[config.mk]
export PLATFORM = sky130hd
export DESIGN_NAME = fetch_stage
export DESIGN_NICKNAME = d
export VERILOG_FILES = /design/src/rtl/cpu_pkg.sv /design/src/rtl/if_id_register.sv /design/src/rtl/fetch_stage.sv
export SDC_FILE = /design/constraint.sdc
export NUM_CORES = 1
export LEC_CHECK = 0
export CAP_MARGIN = 0
export CORE_MARGIN = 2
export CORE_UTILIZATION = 42
export DETAILED_ROUTE_END_ITERATION = 8
export PLACE_DENSITY = 0.8
export SYNTH_ARGS = -nofsm -noshare
export SYNTH_HDL_FRONTEND = slang
export SYNTH_HIERARCHICAL = 1
export SYNTH_SLANG_ARGS = --single-unit
export TNS_END_PERCENT = 20
[constraint.sdc]
create_clock -name clk_i -period 1.84 [get_ports clk_i]
set_input_delay 0.368 -clock clk_i [delete_from_list [all_inputs] [get_ports clk_i]]
set_output_delay 0.368 -clock clk_i [all_outputs]
set_load 0.01 [all_outputs]
[src/rtl/cpu_pkg.sv]
// rtl/cpu_pkg.sv - shared constants and types for the fetch stage
package cpu_pkg;

  localparam logic [31:0] NOP_INSTR = 32'h0000_0000;
  localparam logic [31:0] PC_STEP   = 32'd4;

  typedef enum logic {
    IDLE = 1'b0,
    RUN  = 1'b1
  } fetch_state_e;

endpackage

[src/rtl/if_id_register.sv]
// rtl/if_id_register.sv - IF/ID pipeline register with hold and bubble insertion
module if_id_register (
  input  logic        clk_i,
  input  logic        rst_i,
  input  logic        we_i,
  input  logic        flush_i,
  input  logic [31:0] instr_i,
  input  logic [31:0] pc4_i,
  output logic [31:0] instr_o,
  output logic [31:0] pc4_o,
  output logic        valid_o
);
  import cpu_pkg::*;

  logic [31:0] instr_q, instr_d;
  logic [31:0] pc4_q, pc4_d;
  logic        valid_q, valid_d;

  // A held register must keep the stalled instruction, so hold beats flush.
  always_comb begin
    instr_d = instr_q;
    pc4_d   = pc4_q;
    valid_d = valid_q;
    if (we_i) begin
      if (flush_i) begin
        instr_d = NOP_INSTR;
        pc4_d   = 32'h0;
        valid_d = 1'b0;
      end else begin
        instr_d = instr_i;
        pc4_d   = pc4_i;
        valid_d = 1'b1;
      end
    end
  end

  always_ff @(posedge clk_i) begin
    if (rst_i) begin
      instr_q <= NOP_INSTR;
      pc4_q   <= 32'h0;
      valid_q <= 1'b0;
    end else begin
      instr_q <= instr_d;
      pc4_q   <= pc4_d;
      valid_q <= valid_d;
    end
  end

  assign instr_o = instr_q;
  assign pc4_o   = pc4_q;
  assign valid_o = valid_q;

endmodule

[src/rtl/fetch_stage.sv]
// rtl/fetch_stage.sv - PC register, next-PC mux, start FSM and stall counter
module fetch_stage #(
  parameter logic [31:0] PC_RESET    = 32'h0000_0000,
  parameter int          STALL_CNT_W = 16
) (
  input  logic                   clk_i,
  input  logic                   rst_i,
  input  logic                   start_i,
  input  logic                   PCWrite_i,
  input  logic                   IF_IDWrite_i,
  input  logic                   Flush_i,
  input  logic                   Jump_i,
  input  logic [31:0]            BranchAddr_i,
  input  logic [31:0]            JumpAddr_i,
  input  logic [31:0]            instr_i,
  output logic [31:0]            pc_o,
  output logic [31:0]            IF_ID_pc4_o,
  output logic [31:0]            IF_ID_instr_o,
  output logic                   IF_ID_valid_o,
  output logic [STALL_CNT_W-1:0] stall_cnt_o
);
  import cpu_pkg::*;

  fetch_state_e           state_q, state_d;
  logic [31:0]            pc_q, pc_d;
  logic [STALL_CNT_W-1:0] stall_cnt_q, stall_cnt_d;
  logic [31:0]            pc_plus4;
  logic                   if_id_we;

  assign pc_plus4 = pc_q + PC_STEP;
  assign if_id_we = (state_q == RUN) && IF_IDWrite_i;

  // A stalled PC ignores redirects: the redirecting instruction is still in ID.
  always_comb begin
    state_d     = state_q;
    pc_d        = pc_q;
    stall_cnt_d = stall_cnt_q;
    case (state_q)
      IDLE: begin
        pc_d = PC_RESET;
        if (start_i) state_d = RUN;
      end
      RUN: begin
        if (PCWrite_i) begin
          if (Jump_i)       pc_d = JumpAddr_i;
          else if (Flush_i) pc_d = BranchAddr_i;
          else              pc_d = pc_plus4;
        end else if (stall_cnt_q != '1) begin
          stall_cnt_d = stall_cnt_q + STALL_CNT_W'(1);
        end
      end
      default: state_d = IDLE;
    endcase
  end

  always_ff @(posedge clk_i) begin
    if (rst_i) begin
      state_q     <= IDLE;
      pc_q        <= PC_RESET;
      stall_cnt_q <= '0;
    end else begin
      state_q     <= state_d;
      pc_q        <= pc_d;
      stall_cnt_q <= stall_cnt_d;
    end
  end

  if_id_register u_if_id (
    .clk_i   (clk_i),
    .rst_i   (rst_i),
    .we_i    (if_id_we),
    .flush_i (Flush_i | Jump_i),
    .instr_i (instr_i),
    .pc4_i   (pc_plus4),
    .instr_o (IF_ID_instr_o),
    .pc4_o   (IF_ID_pc4_o),
    .valid_o (IF_ID_valid_o)
  );

  assign pc_o        = pc_q;
  assign stall_cnt_o = stall_cnt_q;

endmodule

==> summary.md <==
| Metric | Value |
|---|---|
| Sequential Area | `2300 sq um` |
| Cell count of the worst reg-to-reg path | `6` |
| Max-cap violations | `0` |
| Final hold vios | `0` |
| Crit-path slowest cell | `clkdlybuf4s50_1` |
| Internal power | `5.07 mW` |
| Filler cell count | `1216` |
| Wire per inst | `17.3 microns` |
| Clk sinks | `114` |
| WP data required | `1470 ps` |
| Power Density | `692 nW/um^2` |
| Reg2Reg Setup Slack | `60 ps` |
| Ys async rst share | `0%` |
| Antenna diode count | `0` |
| Crit path max fanout | `4` |
| Post-synth EDFFs | `0` |
| Crit path from | `pc_o[2]` |
| Clock transition at the registers of the reported paths | `50 ps` |
| Largest area contributor in the netlist | `dfxtp_1` |
| Setup ws final | `33.9 ps` |
| Number of global-route vias before repair | `6128` |
| Primary FF master, synth | `dfxtp_1` |
| Global-route usage over all layers | `25.1%` |
| GR Overflow Total | `0` |
| Share of cells above drive strength 1 | `16.0%` |
| Die W | `126 microns` |
| Post-CTS Setup Bufs | `0` |
| Net Sw Power | `1.53 mW` |
| Synthesis-to-layout area growth | `53.0%` |
| Design Area, Final | `9540 sq um` |
| Synthesis Warnings | `6` |
| Crit start category | `flop` |
| Initial Utilization | `42.9%` |
| Hold Buf Count CTS | `0` |
| Nets | `1088` |
| Met3 usage | `8.16%` |
| Max transition margin | `72.1%` |
| Drt total wl | `20300 microns` |
| Register bit total from synthesis | `114` |
| Vias per std cell | `5.53` |
| Post-synth cell types | `69` |
| Cell Area, Placed | `8890 sq um` |
| DRC Markers | `0` |
| DR iter-0 viols | `370` |
| Met1 Resource Use GR | `30.7%` |
| CTS tree | `done` |
| Final Non-Filler Cells | `1179` |
| Critical path endpoint | `pc_o[2]` |
| Leading cell type in the layout, fill and taps excluded | `clkdlybuf4s50_1` |
| CP cell instances | `buf_4 > clkdlybuf4s50_1` |
| Synthesized cell area | `6240 sq um` |
| Switching share of power | `23.2%` |
| Post-synthesis area per instance | `8.52 sq um` |
| Setup_tns | `0 ps` |
| Post-DRT Antenna Nets | `0` |
| Synth area leaders | `dfxtp_1 37%, nand3b_1 7.8%, nand2b_1 6.9%, a21oi_1 6.7%, xor2_1 3.9%` |
| Number of iterations in the first detailed-routing pass | `5` |
| # rows | `44` |
| Hold Path Class | `in2reg` |
| Max Root-Sink Buffers | `2` |
| Setup slack at placement | `-378 ps` |
| CP Class | `reg2out` |
| Clock latency on the worst-skew pair | `420 ps` |
| Final worst path period share | `98.2%` |
| Total core area | `14500 sq um` |
| CP Capture Type | `output port` |
| Routed vias | `6520` |
| Die area | `15800 sq um` |
| Clk root buf | `clkbuf_16` |
| Fmax | `554 MHz` |
| Combinational Power Share | `12.2%` |
| Final-report max-slew violation count | `0` |
| Antenna violations before repair | `0` |
| First-pass GRT wire length | `32000 microns` |
| Sequential Power Share | `38.5%` |
| Worst slew pin tran | `418 ps` |
| Post-layout min period | `1810 ps` |
| Unrepaired setup endpoints after global routing | `yes` |
| Worst VDD drop | `607 uV` |
| Placed Cells incl. Taps | `1148` |
| Die Y | `126 microns` |
| Top cell type's share of synthesized area | `36.6%` |
| Post-synthesis sequential area ratio | `36.6%` |
| Most frequent cells in the layout | `189 x clkdlybuf4s50_1, 99 x dfxtp_1, 84 x a21oi_1, 77 x buf_4, 69 x nand2b_1` |
| Num ports | `216` |
| GR met2 Demand/Resource | `40.7%` |
| CTS Buf Count | `17` |
| Critical Path Stages | `2` |
| Status | `finished, final reports clean` |
| CTS H-tree lvls | `4` |
| Final setup vio count | `0` |
| RR Startpoint | `pc_o[3]` |
| RR Endpoint | `pc_o[23]` |
| Most Used Layer, Global Route | `met2` |
| Hold depth | `3` |
| DPL Wire Length | `15000 microns` |
| Largest net degree at the start of global routing | `67` |
| Critical path arrival | `1440 ps` |
| Worst path bufs/invs | `2` |
| Multi-input logic area | `3590 sq um` |
| Cell count after synthesis | `732` |
| Final Skew | `5.08 ps` |
| Final GP Congestion | `0.915` |
| Lkg Pwr | `3.73 nW` |
| IO buf count | `215` |
| Cell family with most CP delay | `buffers and inverters` |
| CP max stage delay | `570 ps` |
| Clock network power share | `49.3%` |
| Syn Nets | `837` |
==> synth_stat cells, types with 13 or more instances <==
cell type and number:
nor2_1 50, xnor2_1 13, xor2_1 28, nand3b_1 65
dfxtp_1 114, buf_2 13, nand3_1 18, a21oi_1 84
clkbuf_1 22, nand2b_1 69, o21ai_0 24, nand4_1 17
nand2_1 33
==> how the worst min path moves through the flow <==
| stage | from | end | slack [ps] |
|---|---|---|---|
| 3_3_place_gp | u_if_id/instr_o[22] | u_if_id/instr_o[22] | 450 |
| 4_1_cts | rst_i | u_if_id/instr_o[22] | 430 |
| 2_1_floorplan | pc_o[0] | u_if_id/pc4_o[0] | 470 |
| 6_report | rst_i | u_if_id/pc4_o[7] | 450 |
| 3_5_place_dp | u_if_id/instr_o[24] | u_if_id/instr_o[24] | 460 |
| 5_1_grt | rst_i | u_if_id/pc4_o[8] | 460 |
==> power by group through the flow <==
stage               Sequential [mW]  Clock (mW)  Combinational (mW)
finish                         2.54        3.26               0.803
detailed placement             2.59           0               0.799
CTS                            2.54        3.31               0.799
floorplan                      2.61           0               0.351
global placement               2.59           0               0.792
global route                   2.55        3.43               0.860
==> per-stage QoR <==
stage | total power [mW] | utilization [%] | hold slack, ps
final | 6.60 | 65.6 | 447
after global routing | 6.83 | 65.6 | 456
after CTS | 6.66 | 65.2 | 431
after detailed placement | 3.39 | 61.2 | 457
after global placement | 3.38 | 61.2 | 453
after floorplan | 2.96 | - | 474
==> sequential cells by signal, summed over array words and instances (netlist names) <==
signal and flops:
u_if_id/pc4_o 32, u_if_id/valid_o 1, stall_cnt_o 16, u_if_id/instr_o 32, state_q 1, pc_o 32
==> tightest hold or removal path, stage by stage <==
cell	delay [ps]
buf_2	110
buf_4	270
a21oi_1	60
==> per-layer routing <==
metal | wire (microns) | up-vias
met5 | 0 | -
met2 | 9310 | 311
met3 | 1880 | 55
li1 | - | 3123
met1 | 8470 | 3031
met4 | 677 | 0
==> cell families (layout without fill, tap and decap cells) <==
kind of cell	after synthesis	in the layout	share of synthesized area (%)
AOI/OAI and AO/OA	178	178	17.7
buffers and inverters	74	337	6.44
and+or+nand+nor	313	313	31.5
adders and majority gates	2	2	0.401
DFF	114	114	36.6
muxes	10	10	1.61
xor gates and xnor gates	41	41	5.76
==> layout make-up <==
cell class,count,share of cell area (%)
multi-input cells,544,37.7
repair buffers,294,29.2
flip-flops and latches,114,24.1
clock buffers,22,5.08
well taps,184,2.41
clock inverters,9,1.10
inverters,12,0.472
==> timing repair <==
| item | 4_1_cts | 5_1_grt |
|---|---|---|
| pin swaps | 0 | 3 |
| gates resized for setup | 21 | 24 |
| setup endpoints to repair | 18 | 44 |
No activity file was read; power rests on OpenSTA's default activity.
==> RTL edit 1: new RTL, same flow settings <==
Put one more register stage on the output `stall_cnt_o`. The value now appears one clock later. The other outputs are not delayed to match.
--- a/src/rtl/fetch_stage.sv
+++ b/src/rtl/fetch_stage.sv
@@ -78,7 +78,9 @@
   );
 
   assign pc_o        = pc_q;
-  assign stall_cnt_o = stall_cnt_q;
+  always_ff @(posedge clk_i) begin
+    stall_cnt_o <= stall_cnt_q;
+  end
 
 endmodule
 
Function: changed (Yosys sat finds a counterexample within 4 cycles, from zero or initial values and one cycle with rst_i high).
==> RTL edit 1 against the unedited design <==
Combinational power up 3.0%. Clock power about the same. Cell area grew 6.3%. Count of clock-buffer cells in the layout unchanged. Power is 5.7% higher. Global-route usage grew 0.83 points. Routed wire length grew 8.1%. Non-clock buffer count rose by 26. Largest power group unchanged. Cell count rose by 3.7%. Synthesized area rose by 3.5%. Worst setup slack got worse by 15 ps. First-iteration DRC count is 21% higher. Synthesized cell count increased by 1.2%. Largest cell class unchanged. Sequential cell count up 16.
==> RTL edit 1: results (changes against the unedited design) <==
status:
  outcome: "completed"
finish:
  multi_input_area_sq_um: 3645  # +1.5%
  signal_buffers: 320  # +8.8%
  n_fill_cell: 1204  # -0.99%
  sh_seq_area_pct: 25.87  # +1.8 points
  nMultiInputCombCells: 538  # -1.1%
  buffer_area_share_pct: 29.66  # +0.49 points
grt:
  grtUsageTotal_pct: 25.95  # +0.83 points
  grt_pass1_vias: 6395  # +4.4%
  use_met3_pct: 7.053  # -1.1 points
  globalRouteMet2Util_pct: 43.91  # +3.2 points
routing:
  wl_um: 21980  # +8.1%
  wl_met1_um: 9130  # +7.8%
  drtPass1Iterations: 7  # +2
  wire_per_inst_um: 17.97  # +4.2%
  met3_length_um: 1764  # -6.3%
placed_design:
  dpl.cell_count: 1188  # +3.5%
  place_hpwl_um: 16080  # +7.1%
  dp_slack_ps: -124.5  # +253.0 ps
  place_area_sq_um: 9349  # +5.1%
worst_setup_path:
  critPathTopFamily: "simple AND/OR/NAND/NOR gates"
  reg2reg_slack_ps: 20  # -40 ps
  cpMaxStageDelayCell: "dfxtp_2"
logic_synthesis:
  syn-mean-instance-area_sq_um: 8.709  # +2.2%
  syn_nets: 846  # +1.1%
  ys_seq_area_share_pct: 40.33  # +3.7 points
  ys_top_cells_by_area: "dfxtp_1 40%, nand3b_1 7.6%, a21oi_1 6.7%, nand2b_1 6.6%, xnor2_1 3.4%"
power:
  p_sw_w: 0.001691  # +10%
  p_comb_share_pct: 11.8  # -0.4 points
clock_network:
  cts.sinks: 130  # +14%
  ctsResizeCount: 17  # -19%
floorplanning:
  fp-row-count: 45  # +2.3%
hold_path:
  hold_end: "pc_o[23]"
  whs_path_depth: 2  # -1
sta:
  worst_pin_slew_ps: 399.0  # -19.22 ps
==> RTL edit 1: cell types whose count changed after synthesis, sizes merged, moves of 4 or more <==
cell,delta
o21ai,+7
nor2,-15
a32oi,+4
dfxtp,+16
nand4,-6
a22o,+4
o31ai,+5
xor2,-16
o211ai,-6
and3,+5
clkbuf,-6
xnor2,+12
==> RTL edit 1: cells by family (layout without fill, tap and decap cells) <==
| group | after synthesis | count (layout) | share of synthesized area [%] |
|---|---|---|---|
| XOR/XNOR | 37 | 37 | 5.021 |
| multiplexers | 9 | 9 | 1.396 |
| buffers and inverters | 73 | 367 | 5.797 |
| adder cells (fa/ha/maj) | 2 | 2 | 0.3877 |
| AND/OR/NAND/NOR | 297 | 297 | 28.75 |
| flip-flops | 130 | 130 | 40.33 |
| AO/OA/AOI/OAI | 193 | 193 | 18.32 |
==> RTL edit 2: new RTL, same flow settings <==
Made on the original files. `STALL_CNT_W`: 16 -> 32.
--- a/src/rtl/fetch_stage.sv
+++ b/src/rtl/fetch_stage.sv
@@ -1,7 +1,7 @@
 // rtl/fetch_stage.sv - PC register, next-PC mux, start FSM and stall counter
 module fetch_stage #(
   parameter logic [31:0] PC_RESET    = 32'h0000_0000,
-  parameter int          STALL_CNT_W = 16
+  parameter int          STALL_CNT_W = 32
 ) (
   input  logic                   clk_i,
   input  logic                   rst_i,
Ports: changed (resized stall_cnt_o); port bits go from 216 to 232. No check against the original RTL was run, so the function may have changed too.
==> RTL edit 2 against the unedited design <==
The run now ends with negative setup slack left. Critical path depth up 6. Power up 12%. Maximum frequency down 9.6%. Cell count up 18%. Sequential cell count up 16. Cell area up 20%. Routed wire length up 25%. Sequential share of layout area down 0.85 points. Worst setup slack worse by 190 ps. Sequential power up 13%. Synthesized area up 9.7%. Largest cell class unchanged. Highest routed layer unchanged.
==> RTL edit 2: results (changes against the unedited design) <==
status:
  outcome: "finished with violations"
  violations: "negative setup slack"
power:
  p_sw_w: 0.001680  # +9.6%
  p_leak_nw: 4.640  # +25%
  p_comb_share_pct: 11.8  # -0.4 points
  p_sw_share_pct: 22.80  # -0.41 points
  ir_worst_vdd_mv: 0.6646  # +9.4%
placed_design:
  portBuffers: 231  # +7.4%
  dpl.cell_count: 1347  # +17%
  dp_slack_ps: -266.9  # +110.6 ps
  place_hpwl_um: 17880  # +19%
  place_area_sq_um: 10300  # +16%
  gp_congestion: 0.9926  # +8.5%
hold_path:
  hp-class: "reg2reg"
  min_from: "u_if_id/pc4_o[3]"
  whs_path_depth: 2  # -1
  hold_end: "u_if_id/pc4_o[3]"
routing:
  wl_met1_um: 9743  # +15%
  met3_length_um: 2643  # +40%
  drtPass1Iterations: 6  # +1
  dr_wl_met2_um: 12050  # +29%
  vias_per_cell: 5.602  # +1.3%
  wire_per_inst_um: 18.27  # +5.9%
  drt_iter0_markers: 598  # +62%
logic_synthesis:
  yosys-top-cells-count: "130 x dfxtp_1, 98 x a21oi_1, 71 x nand2b_1, 66 x nand3b_1, 50 x nor2_1"
  synth-xor-area-share_pct: 4.227  # -1.5 points
  synthAdderAreaFrac_pct: 0.3660  # -0.035 points
  netlist.area_leader.share_pct: 38.06  # +1.5 points
  synth-compound-area-share_pct: 17.80  # +0.15 points
  ys_top_cells_by_area: "dfxtp_1 38%, nand3b_1 7.2%, a21oi_1 7.2%, nand2b_1 6.5%, xnor2_1 3.3%"
  syn_nets: 930  # +11%
  ys_seq_area_share_pct: 38.06  # +1.5 points
  muxShareOfSynthArea_pct: 2.342  # +0.74 points
sta:
  clock_skew_ps: 8.346  # +3.265 ps
  worst_pin_slew_ps: 712.5  # +294.3 ps
  setup_ws_ps: -157.7  # -191.7 ps
  setup_tns_ps: -1848  # -1848 ps
  setup_viol: 23  # +23
worst_setup_path:
  reg2regPathDepth: 8  # +2
  path_max_fanout: 11  # +7
  cp.arrival_ps: 2360  # +920 ps
  crit_path_end: "stall_cnt_o[13]"
  slowest_delay_ps: 640  # +70 ps
  cpMaxStageDelayCell: "or4b_2"
grt:
  use_met3_pct: 9.491  # +1.3 points
  gr-usage-met1_pct: 32.48  # +1.7 points
  grt_max_degree: 66  # -1.5%
finish:
  final_layout_size_suffix_gt1_share_pct: 23.23  # +7.3 points
  post_layout_nonfiller_instances: 1391  # +18%
  n_fill_cell: 1203  # -1.1%
clock_network:
  ctsResizeCount: 30  # +43%
## RTL edit 2: cell types whose count changed in the layout (fill, tap and decap cells not counted), moves of 10 or more
cell | before | now
xor2_1 | 26 | 6
clkdlybuf4s50_1 | 189 | 201
nor2b_1 | 3 | 13
o21ai_0 | 24 | 34
a21oi_1 | 84 | 94
nand2_1 | 33 | 44
buf_6 | 0 | 10
buf_4 | 77 | 133
dlymetal6s2s_1 | 13 | 23
## RTL edit 2: worst max-delay path, delay by kind of cell (launching register included)
kind / cells / cell delay (ps)
flip-flops: 1 / 320
buffers and inverters: 3 / 440
AO/OA/AOI/OAI: 2 / 220
AND/OR/NAND/NOR: 3 / 930
## RTL edit 2: cell type report
class,count,area share (%)
tap,216,2.365
clock buffer,23,4.183
clock inverter,8,1.325
timing repair buffer,381,31.59
sequential,130,23.27
multi-input combinational,622,36.90
inverter,11,0.3614
